==> config.mk <==
export PLATFORM = sky130hd
export DESIGN_NAME = seven_seg_capture
export DESIGN_NICKNAME = d
export VERILOG_FILES = /design/src/rtl/seven_seg_pkg.sv /design/src/rtl/seven_seg_encoder.sv /design/src/rtl/seven_seg_capture.sv
export SDC_FILE = /design/constraint.sdc
export NUM_CORES = 1
export LEC_CHECK = 0
export CORE_UTILIZATION = 45
export CTS_BUF_LIST = sky130_fd_sc_hd__clkbuf_4 sky130_fd_sc_hd__clkbuf_8
export DETAILED_ROUTE_END_ITERATION = 10
export PLACE_DENSITY_LB_ADDON = 0.12
export SLEW_MARGIN = 10
export SYNTH_ARGS = -nofsm -noshare
export SYNTH_HDL_FRONTEND = slang
export SYNTH_SLANG_ARGS = --single-unit
==> constraint.sdc <==
create_clock -name clk -period 8 [get_ports clk]
set_input_delay 1.6 -clock clk [delete_from_list [all_inputs] [get_ports clk]]
set_output_delay 1.6 -clock clk [all_outputs]
set_load 0.02 [all_outputs]
==> src/rtl/seven_seg_pkg.sv <==
// Shared seven-segment definitions: active-low segment patterns (ABCDEFG, MSB=A)
// used by both the hex decoder and the capture path, plus the capture FSM states.
package seven_seg_pkg;

  localparam logic [6:0] SEG_0     = 7'b0000001;
  localparam logic [6:0] SEG_1     = 7'b1001111;
  localparam logic [6:0] SEG_2     = 7'b0010010;
  localparam logic [6:0] SEG_3     = 7'b0000110;
  localparam logic [6:0] SEG_4     = 7'b1001100;
  localparam logic [6:0] SEG_5     = 7'b0100100;
  localparam logic [6:0] SEG_6     = 7'b0100000;
  localparam logic [6:0] SEG_7     = 7'b0001111;
  localparam logic [6:0] SEG_8     = 7'b0000000;
  localparam logic [6:0] SEG_9     = 7'b0000100;
  localparam logic [6:0] SEG_A     = 7'b0001000;
  localparam logic [6:0] SEG_B     = 7'b1100000;
  localparam logic [6:0] SEG_C     = 7'b0110001;
  localparam logic [6:0] SEG_D     = 7'b1000010;
  localparam logic [6:0] SEG_E     = 7'b0110000;
  localparam logic [6:0] SEG_F     = 7'b0111000;
  localparam logic [6:0] SEG_BLANK = 7'b1111111;

  typedef enum logic {
    EMPTY = 1'b0,
    FULL  = 1'b1
  } state_t;

endpackage

==> src/rtl/seven_seg_encoder.sv <==
// Inverse of the hex-to-segment decoder: maps an active-low ABCDEFG pattern back
// to its nibble, flagging a dark digit as blank and anything else as invalid.
module seven_seg_encoder
  import seven_seg_pkg::*;
(
  input  logic [6:0] pattern,
  output logic [3:0] nibble,
  output logic       blank,
  output logic       invalid
);

  always_comb begin
    nibble  = '0;
    blank   = 1'b0;
    invalid = 1'b0;
    case (pattern)
      SEG_0:     nibble = 4'h0;
      SEG_1:     nibble = 4'h1;
      SEG_2:     nibble = 4'h2;
      SEG_3:     nibble = 4'h3;
      SEG_4:     nibble = 4'h4;
      SEG_5:     nibble = 4'h5;
      SEG_6:     nibble = 4'h6;
      SEG_7:     nibble = 4'h7;
      SEG_8:     nibble = 4'h8;
      SEG_9:     nibble = 4'h9;
      SEG_A:     nibble = 4'hA;
      SEG_B:     nibble = 4'hB;
      SEG_C:     nibble = 4'hC;
      SEG_D:     nibble = 4'hD;
      SEG_E:     nibble = 4'hE;
      SEG_F:     nibble = 4'hF;
      SEG_BLANK: blank  = 1'b1;
      default:   invalid = 1'b1;
    endcase
  end

endmodule

==> src/rtl/seven_seg_capture.sv <==
// Observes a multiplexed active-low seven-segment bus, filters each digit for
// stability, reassembles the displayed word and hands it off with valid/ready.
module seven_seg_capture
  import seven_seg_pkg::*;
#(
  parameter int unsigned DIGITS = 4,
  parameter int unsigned STABLE = 4
) (
  input  logic                  clk,
  input  logic                  rst,
  input  logic [6:0]            SEG,
  input  logic [DIGITS-1:0]     AN,
  input  logic                  RDY,
  output logic [4*DIGITS-1:0]   WORD,
  output logic [DIGITS-1:0]     BLANK,
  output logic                  ERR,
  output logic                  VLD,
  output logic                  OVR
);

  localparam int unsigned CW = $clog2(STABLE + 1);

  logic [DIGITS+6:0]   bus;
  logic [DIGITS+6:0]   sample;
  logic [CW-1:0]       cnt;
  logic                fresh;
  logic [6:0]          seg_s;
  logic [DIGITS-1:0]   an_s;
  logic                capture;

  logic [3:0]          nibble;
  logic                blank;
  logic                invalid;

  logic [4*DIGITS-1:0] asm_word, word_n;
  logic [DIGITS-1:0]   asm_blank, blank_n;
  logic [DIGITS-1:0]   seen, seen_n;
  logic                pend_err, err_n;
  logic                complete;

  state_t              state, state_n;
  logic                load;
  logic                drop;

  assign bus   = {AN, SEG};
  assign seg_s = sample[6:0];
  assign an_s  = sample[DIGITS+6:7];

  // fresh marks the single cycle after the counter first saturates, so a long
  // stable window yields exactly one capture.
  always_ff @(posedge clk or posedge rst) begin
    if (rst) begin
      sample <= '1;
      cnt    <= '0;
      fresh  <= 1'b0;
    end else begin
      sample <= bus;
      if (bus != sample) begin
        cnt   <= CW'(1);
        fresh <= 1'b0;
      end else begin
        if (cnt != CW'(STABLE)) cnt <= cnt + CW'(1);
        fresh <= (cnt == CW'(STABLE - 1));
      end
    end
  end

  assign capture = fresh && $onehot(~an_s);

  seven_seg_encoder u_encoder (
    .pattern (seg_s),
    .nibble  (nibble),
    .blank   (blank),
    .invalid (invalid)
  );

  always_comb begin
    word_n  = asm_word;
    blank_n = asm_blank;
    seen_n  = seen;
    err_n   = pend_err;
    if (capture) begin
      for (int unsigned i = 0; i < DIGITS; i++) begin
        if (!an_s[i]) begin
          word_n[4*i +: 4] = nibble;
          blank_n[i]       = blank;
          seen_n[i]        = 1'b1;
        end
      end
      err_n = pend_err | invalid;
    end
  end

  assign complete = capture && (&seen_n);

  always_ff @(posedge clk or posedge rst) begin
    if (rst) begin
      asm_word  <= '0;
      asm_blank <= '0;
      seen      <= '0;
      pend_err  <= 1'b0;
    end else begin
      asm_word  <= word_n;
      asm_blank <= blank_n;
      seen      <= complete ? '0 : seen_n;
      pend_err  <= complete ? 1'b0 : err_n;
    end
  end

  always_ff @(posedge clk or posedge rst) begin
    if (rst) state <= EMPTY;
    else     state <= state_n;
  end

  // In FULL, VLD is always high, so the handshake reduces to RDY.
  always_comb begin
    state_n = state;
    load    = 1'b0;
    drop    = 1'b0;
    case (state)
      EMPTY: begin
        if (complete) begin
          load    = 1'b1;
          state_n = FULL;
        end
      end
      FULL: begin
        if (RDY) begin
          if (complete) load    = 1'b1;
          else          state_n = EMPTY;
        end else if (complete) begin
          drop = 1'b1;
        end
      end
      default: state_n = EMPTY;
    endcase
  end

  assign VLD = (state == FULL);

  always_ff @(posedge clk or posedge rst) begin
    if (rst) begin
      WORD  <= '0;
      BLANK <= '0;
      ERR   <= 1'b0;
      OVR   <= 1'b0;
    end else begin
      OVR <= drop;
      if (load) begin
        WORD  <= word_n;
        BLANK <= blank_n;
        ERR   <= err_n;
      end
    end
  end

endmodule

==> results of run 1 <==
## report_power, final
group          switching [mW]  internal (mW)
clock                   0.117          0.116
sequential            0.00939          0.324
combinational          0.0191         0.0160
## worst max-delay path, cell delays in order, from the launching register on
cell       delay, ns
dfstp_2         0.40
fa_1            0.53
inv_1           0.04
ha_1            0.17
ha_1            0.26
nand4bb_1       0.42
nor2_1          0.74
mux2_2          0.42
mux2_1          0.28
## through the flow
stage | setup WS (ns) | hold slack [ns]
2_1_floorplan | 4.848 | 0.4493
3_3_place_gp | 4.689 | 0.4730
3_5_place_dp | 4.602 | 0.4777
4_1_cts | 4.605 | 0.4964
5_1_grt | 4.428 | 0.5086
6_report | 4.617 | 0.4894
## routing by layer
metal / vias to the layer above / share of wire [%] / track usage (%)
met4: 0 / 1.7 / 7.858
li1: 956 / - / -
met5: - / 0 / 0
met2: 38 / 44 / 26.60
met3: 8 / 4.2 / 5.440
met1: 966 / 50 / 24.80
## flip-flops by register name, indices dropped and copies added (netlist names)
signal	count
pend_err	1
asm_word	16
WORD	16
fresh	1
asm_blank	4
seen	4
BLANK	4
ERR	1
OVR	1
VLD	1
sample	11
cnt	3
## how the worst max path moves through the flow
stage / end / slack [ns]
finish: BLANK[3] / 4.62
global placement: BLANK[3] / 4.69
global route: BLANK[3] / 4.43
floorplan: BLANK[0] / 4.85
CTS: BLANK[3] / 4.60
detailed placement: BLANK[0] / 4.60
## cell usage in the layout (no fill, tap or decap), types with 3 or more instances in the layout
master and instances:
mux2i_1 4, dfstp_2 11, buf_4 4, nor2_1 36, clkbuf_8 9, inv_1 10
a21oi_2 5, a211oi_1 3, o21ai_1 8, a31oi_2 4, a21oi_1 12, xor2_1 11
nand2b_1 4, inv_2 3, dfrtp_1 52, mux2_1 4, clkdlybuf4s50_1 36, nor2b_1 4
clkinv_2 3, nor4_1 3, mux2_2 16, ha_1 5, nand2_1 11
## cell families after synthesis
logic type,count (synthesis),share of synthesized area [%]
fa+ha+maj,6,2.764
flops,63,53.22
compound gates,42,11.35
simple gates,79,15.03
xor+xnor,13,3.811
buf+inv,27,4.188
mux,25,9.631
## cell type report
class                   count  area (um2)  area share, %
clock buffers              11       138.9          3.900
clock inverters             4       23.77         0.6676
inverters                  13       48.80          1.370
multi-input cells         165        1272          35.73
flip-flops and latches     63        1590          44.66
well taps                  77       96.34          2.706
repair buffers             40       390.4          10.96
==> results by group, run 1 <==
Logic synthesis
  – EDFF count, synth: 0
  – Top cells by count, synth: dfrtp_1 (52), nor2_1 (36), mux2_2 (16)
  – Avg Cell Area, Syn: 11.72 um2
  – Yosys cell types: 48
  – Synth Register Bits: 63
  – Synth area leader: dfrtp_1
  – Asr flop ratio synth: 100.0%
  – Synth Flop Type: dfrtp_1
  – Sequential fraction of the synthesis area: 53.22%
  – Syn Nets: 275
  – Synth top area share: 43.55%
  – Mapped Cells: 255
  – Most common cell in the netlist: dfrtp_1
  – Synth Cell Area: 2988 um2
  – Synth top area cells: dfrtp_1 (44%), dfstp_2 (9.7%), mux2_2 (6.0%)
  – Syn. warnings: 0

Clocking
  – TritonCTS Buffers: 9
  – Post-CTS sizing: 0
  – Clock Latency Late Sink: 0.33 ns
  – Clock buffer depth: 2
  – Cts hold-fix bufs: 0
  – CTS tree: done
  – CTS Root Buffer Type: clkbuf_8
  – H-tree Lvls: 3
  – Worst-path clk slew: 0.07 ns
  – Clk sinks: 63
  – # Post-CTS Setup Buffers: 0

STA
  – Fin crit share: 42.29%
  – Final setup TNS: 0 ns
  – RSZ-0062 raised after global routing: false
  – Worst slew pin tran: 0.8116 ns
  – Final worst path period need: 3.383 ns
  – Hold Vio Cnt, Final: 0
  – Final setup violation count: 0
  – Final worst clock skew: 0.01265 ns
  – Peak Freq: 0.2956 GHz
  – Max transition margin: 45.69%
  – Slew Viols, Final: 0

Setup path
  – R2r worst-path depth: 8
  – Worst r2r dst: BLANK[3]
  – CP Max Fanout: 12
  – CP startpoint kind: flip-flop
  – Reg2reg start: sample[7]
  – Crit. End Element: flip-flop
  – Critical path arrival: 3.59 ns
  – FF-to-FF setup slack: 4.62 ns
  – CP required: 8.21 ns
  – Critical path class: flip-flop to flip-flop
  – Worst setup path start: sample[7]

Global routing
  – Congestion Overflow GR: 0
  – Vias in the first global route: 1936
  – Largest net degree at the start of global routing: 64
  – Initial antenna violation count: 0
  – First-pass GRT wire length: 9604 um
  – Gr usage total: 18.05%

Placed design
  – DP Area: 3398 um2
  – Port buffer count: 36
  – Post-DP HPWL: 3778 um
  – Total placed cells including tap cells: 358
  – Routability Congestion: 0.7614

Min path
  – HP Class: flip-flop to flip-flop
  – HP Start: BLANK[1]
  – Hold Crit Depth: 1
  – Hold path endpoint: BLANK[1]

Pwr
  – Leak: 1.586 nW
  – VDD IR max: 0.1166 mV
  – Power density over the cells: 169.1 nW/um2
  – Power consumption: 0.6023 mW

Run
  – Max Cap Viol: 0

Drt
  – 1st-iter DRT viols: 85
  – Wirelength per Cell: 15.47 um
  – Routed wire length: 5771 um
  – Via Count: 1968
  – Via/cell ratio: 5.276
  – 1st-pass router iterations: 4
  – Final antenna-violating net count: 0
  – Residual DRC: 0

Die
  – Core area: 6386 um2
  – Die W: 83.49 um
  – Die area: 6970 um2
  – Die H: 83.49 um
  – Initial Utilization: 46.79%
  – I/O pin total: 37
  – Site row count: 29

Finish
  – ANT cells: 0
  – Cell area after layout: 3561 um2
  – Layout net count: 312
  – Area Overhead vs Synth: 19.18%
  – Count of non-filler cells in the finished layout: 373
  – Util after Layout: 55.76%
  – Share of layout cells above drive strength 1: 22.97%
  – Fillers: 551

Outcome
  – Status: complete, no violations
(Power assumes the default switching activity.)
==> inputs of run 2 (changes only) <==
==> constraint.sdc (replaced) <==
create_clock -name clk -period 2.7 [get_ports clk]
set_input_delay 0.54 -clock clk [delete_from_list [all_inputs] [get_ports clk]]
set_output_delay 0.54 -clock clk [all_outputs]
set_load 0.02 [all_outputs]
==> results by group, run 2 (synthesis gave the netlist of run 1 again) <==
Outcome
  – Status: finished with violations
  – Failing checks: setup timing

Global routing
  – Met1 usage: 24.92% (+0.11 points)
  – Gr usage total: 17.57% (-0.48 points)
  – First-pass GRT wire length: 9473 um (-1.4%)
  – M2 GR Usage: 25.78% (-0.82 points)
  – Congestion Overflow GR: 0 (unchanged)
  – Grt met3 use: 4.748% (-0.69 points)
  – Vias in the first global route: 1912 (-1.2%)
  – Largest net degree at the start of global routing: 46 (-28%)
  – Most heavily used metal layer in global routing: met2
  – Initial antenna violation count: 0 (unchanged)

Clocking
  – Worst-path clk slew: 0.07 ns (about the same)
  – CTS Root Buffer Type: clkbuf_8
  – Clock buffer depth: 2 (unchanged)
  – Clock Latency Late Sink: 0.34 ns (about the same)
  – H-tree Lvls: 3 (unchanged)
  – CTS tree: done
  – Clk sinks: 63 (unchanged)
  – TritonCTS Buffers: 9 (unchanged)

Placed design
  – Routability Congestion: 0.7689 (+0.99%)
  – Total placed cells including tap cells: 365 (+2.0%)
  – Post-DP HPWL: 3817 um (+1.0%)
  – Port buffer count: 36 (unchanged)

Setup path
  – Critical path, cell by cell: fa_1 > inv_1 > ha_1 > ha_1 > nand4bb_1 > buf_6 > nor4b_4 > buf_4 > clkbuf_16 > mux2_2
  – CP Max Fanout: 12 (unchanged)
  – Most used cell, CP: ha_1
  – Crit. End Element: flip-flop
  – Crit path max-delay family: adder cells
  – R2r worst-path depth: 10 (+2)
  – Critical path arrival: 2.93 ns (-0.66 ns)
  – CP required: 2.92 ns (-5.29 ns)
  – CP startpoint kind: flip-flop
  – FF-to-FF setup slack: -0.01 ns (-4.63 ns)
  – Worst setup endpoint: WORD[6]
  – Worst setup path start: sample[7]
  – Reg2reg start: sample[7]
  – Slowest library cell on the worst path: fa_1
  – WP depth: 10 (+2)
  – Critical path class: flip-flop to flip-flop
  – Worst r2r dst: WORD[6]
  – CP bufs+invs: 4 (+3)
  – Worst stage delay on the critical path: 0.52 ns (-0.22 ns)

Finish
  – Commonest non-fill, non-tap cell in the layout: dfrtp_1
  – Largest registers: WORD x16, asm_word x16, sample x11
  – Fillers: 549 (-0.36%)
  – ANT cells: 0 (unchanged)
  – Share of layout cells above drive strength 1: 25.82% (+2.8 points)
  – Count of non-filler cells in the finished layout: 383 (+2.7%)
  – Layout net count: 322 (+3.2%)
  – Area Overhead vs Synth: 24.62%
  – Most frequent cells in the layout: dfrtp_1 (52), clkdlybuf4s50_1 (36), nor2_1 (35), mux2_2 (16), a21oi_1 (12)

STA
  – Final worst path period need: 2.710 ns (-0.6730 ns)
  – Fin crit share: 100.4% (+58 points)
  – RSZ-0062 raised after global routing: true
  – Slew Viols, Final: 0 (unchanged)
  – Peak Freq: 0.3690 GHz (+25%)
  – Final setup violation count: 3 (+3)
  – Max transition margin: 62.78% (+17 points)
  – Smallest hold slack: 0.4930 ns (+0.003642 ns)
  – Hold Vio Cnt, Final: 0 (unchanged)
  – Final worst clock skew: 0.009577 ns (-0.003075 ns)
  – Worst slew pin tran: 0.5573 ns (-0.2543 ns)
  – Final setup TNS: -0.02259 ns (-0.02259 ns)
  – Final worst-path setup slack: -0.01022 ns (-4.627 ns)

Die
  – Die H: 83.49 um (unchanged)
  – Core area: 6386 um2 (unchanged)
  – Die area: 6970 um2 (unchanged)
  – Initial Utilization: 46.79% (unchanged)
  – Die W: 83.49 um (unchanged)
  – I/O pin total: 37 (unchanged)
  – Site row count: 29 (unchanged)

Drt
  – Residual DRC: 0 (unchanged)
  – Via/cell ratio: 5.162 (-2.2%)
  – Wirelength per Cell: 14.77 um (-4.5%)
  – Final antenna-violating net count: 0 (unchanged)
  – 1st-pass router iterations: 4 (unchanged)
  – 1st-iter DRT viols: 84 (-1.2%)
  – Routed wire length: 5658 um (-2.0%)
  – Via Count: 1977 (+0.46%)

Run
  – Max Cap Viol: 0 (unchanged)

Pwr
  – Leak: 1.662 nW (+4.8%)
  – Power density over the cells: 520.4 nW/um2 (+210%)
  – VDD IR max: 0.3778 mV (+220%)

Min path
  – HP Class: flip-flop to flip-flop
run 2: cell count changes in the layout (fill, tap and decap cells not counted), sizes merged:
cell	delta
buf	+9
bufinv	+1
clkbuf	+2
clkinv	-3
clkinvlp	+1
run 2: through the flow:
| step | utilization, % | power (mW) | cell area (um2) | setup WS, ns |
|---|---|---|---|---|
| after floorplan | - | 1.067 | 2988 | -0.06955 |
| after global placement | 54.43 | 1.113 | 3476 | 0.03732 |
| after detailed placement | 54.43 | 1.115 | 3476 | -0.006901 |
| after CTS | 57.68 | 1.955 | 3684 | -0.002373 |
| after global routing | 58.31 | 2.021 | 3724 | -0.1163 |
| final | 58.31 | 1.938 | 3724 | -0.01022 |
run 2: what timing repair did:
action                     CTS  global route
pin swaps                    0             0
buffers inserted             0             2
resized for setup            2             0
hold buffers                 0             0
cloned                       0             1
setup endpoints to repair    6            20
run 2: how the worst min path moves through the flow:
stage | cells past startpoint | from | slack [ns] | endpoint
after global placement | 2 | pend_err | 0.47 | pend_err
final | 1 | asm_blank[2] | 0.49 | asm_blank[2]
after detailed placement | 1 | BLANK[2] | 0.48 | BLANK[2]
after floorplan | 2 | pend_err | 0.45 | pend_err
after global routing | 1 | asm_blank[2] | 0.51 | asm_blank[2]
after CTS | 1 | asm_blank[2] | 0.50 | asm_blank[2]
run 2: area by class of cell:
class	instances	area (um2)	share of cell area, %
clock buffer	12	158.9	4.267
clock inverter	3	42.54	1.142
inverter	13	48.80	1.310
multi-input combinational	165	1275	34.24
sequential	63	1590	42.71
tap	77	96.34	2.587
timing repair buffer	50	511.7	13.74
run 2: metal layers:
metal,share of wire [%],up-vias
met1,49,957
met2,46,34
met3,3.9,7
met4,1.0,0
met5,0,-
li1,-,979
run 2: power by group:
group | internal [mW] | total [mW] | switching, mW
Combinational | 0.0532 | 0.112 | 0.0588
Sequential | 0.960 | 0.985 | 0.0250
Clock | 0.481 | 0.841 | 0.360
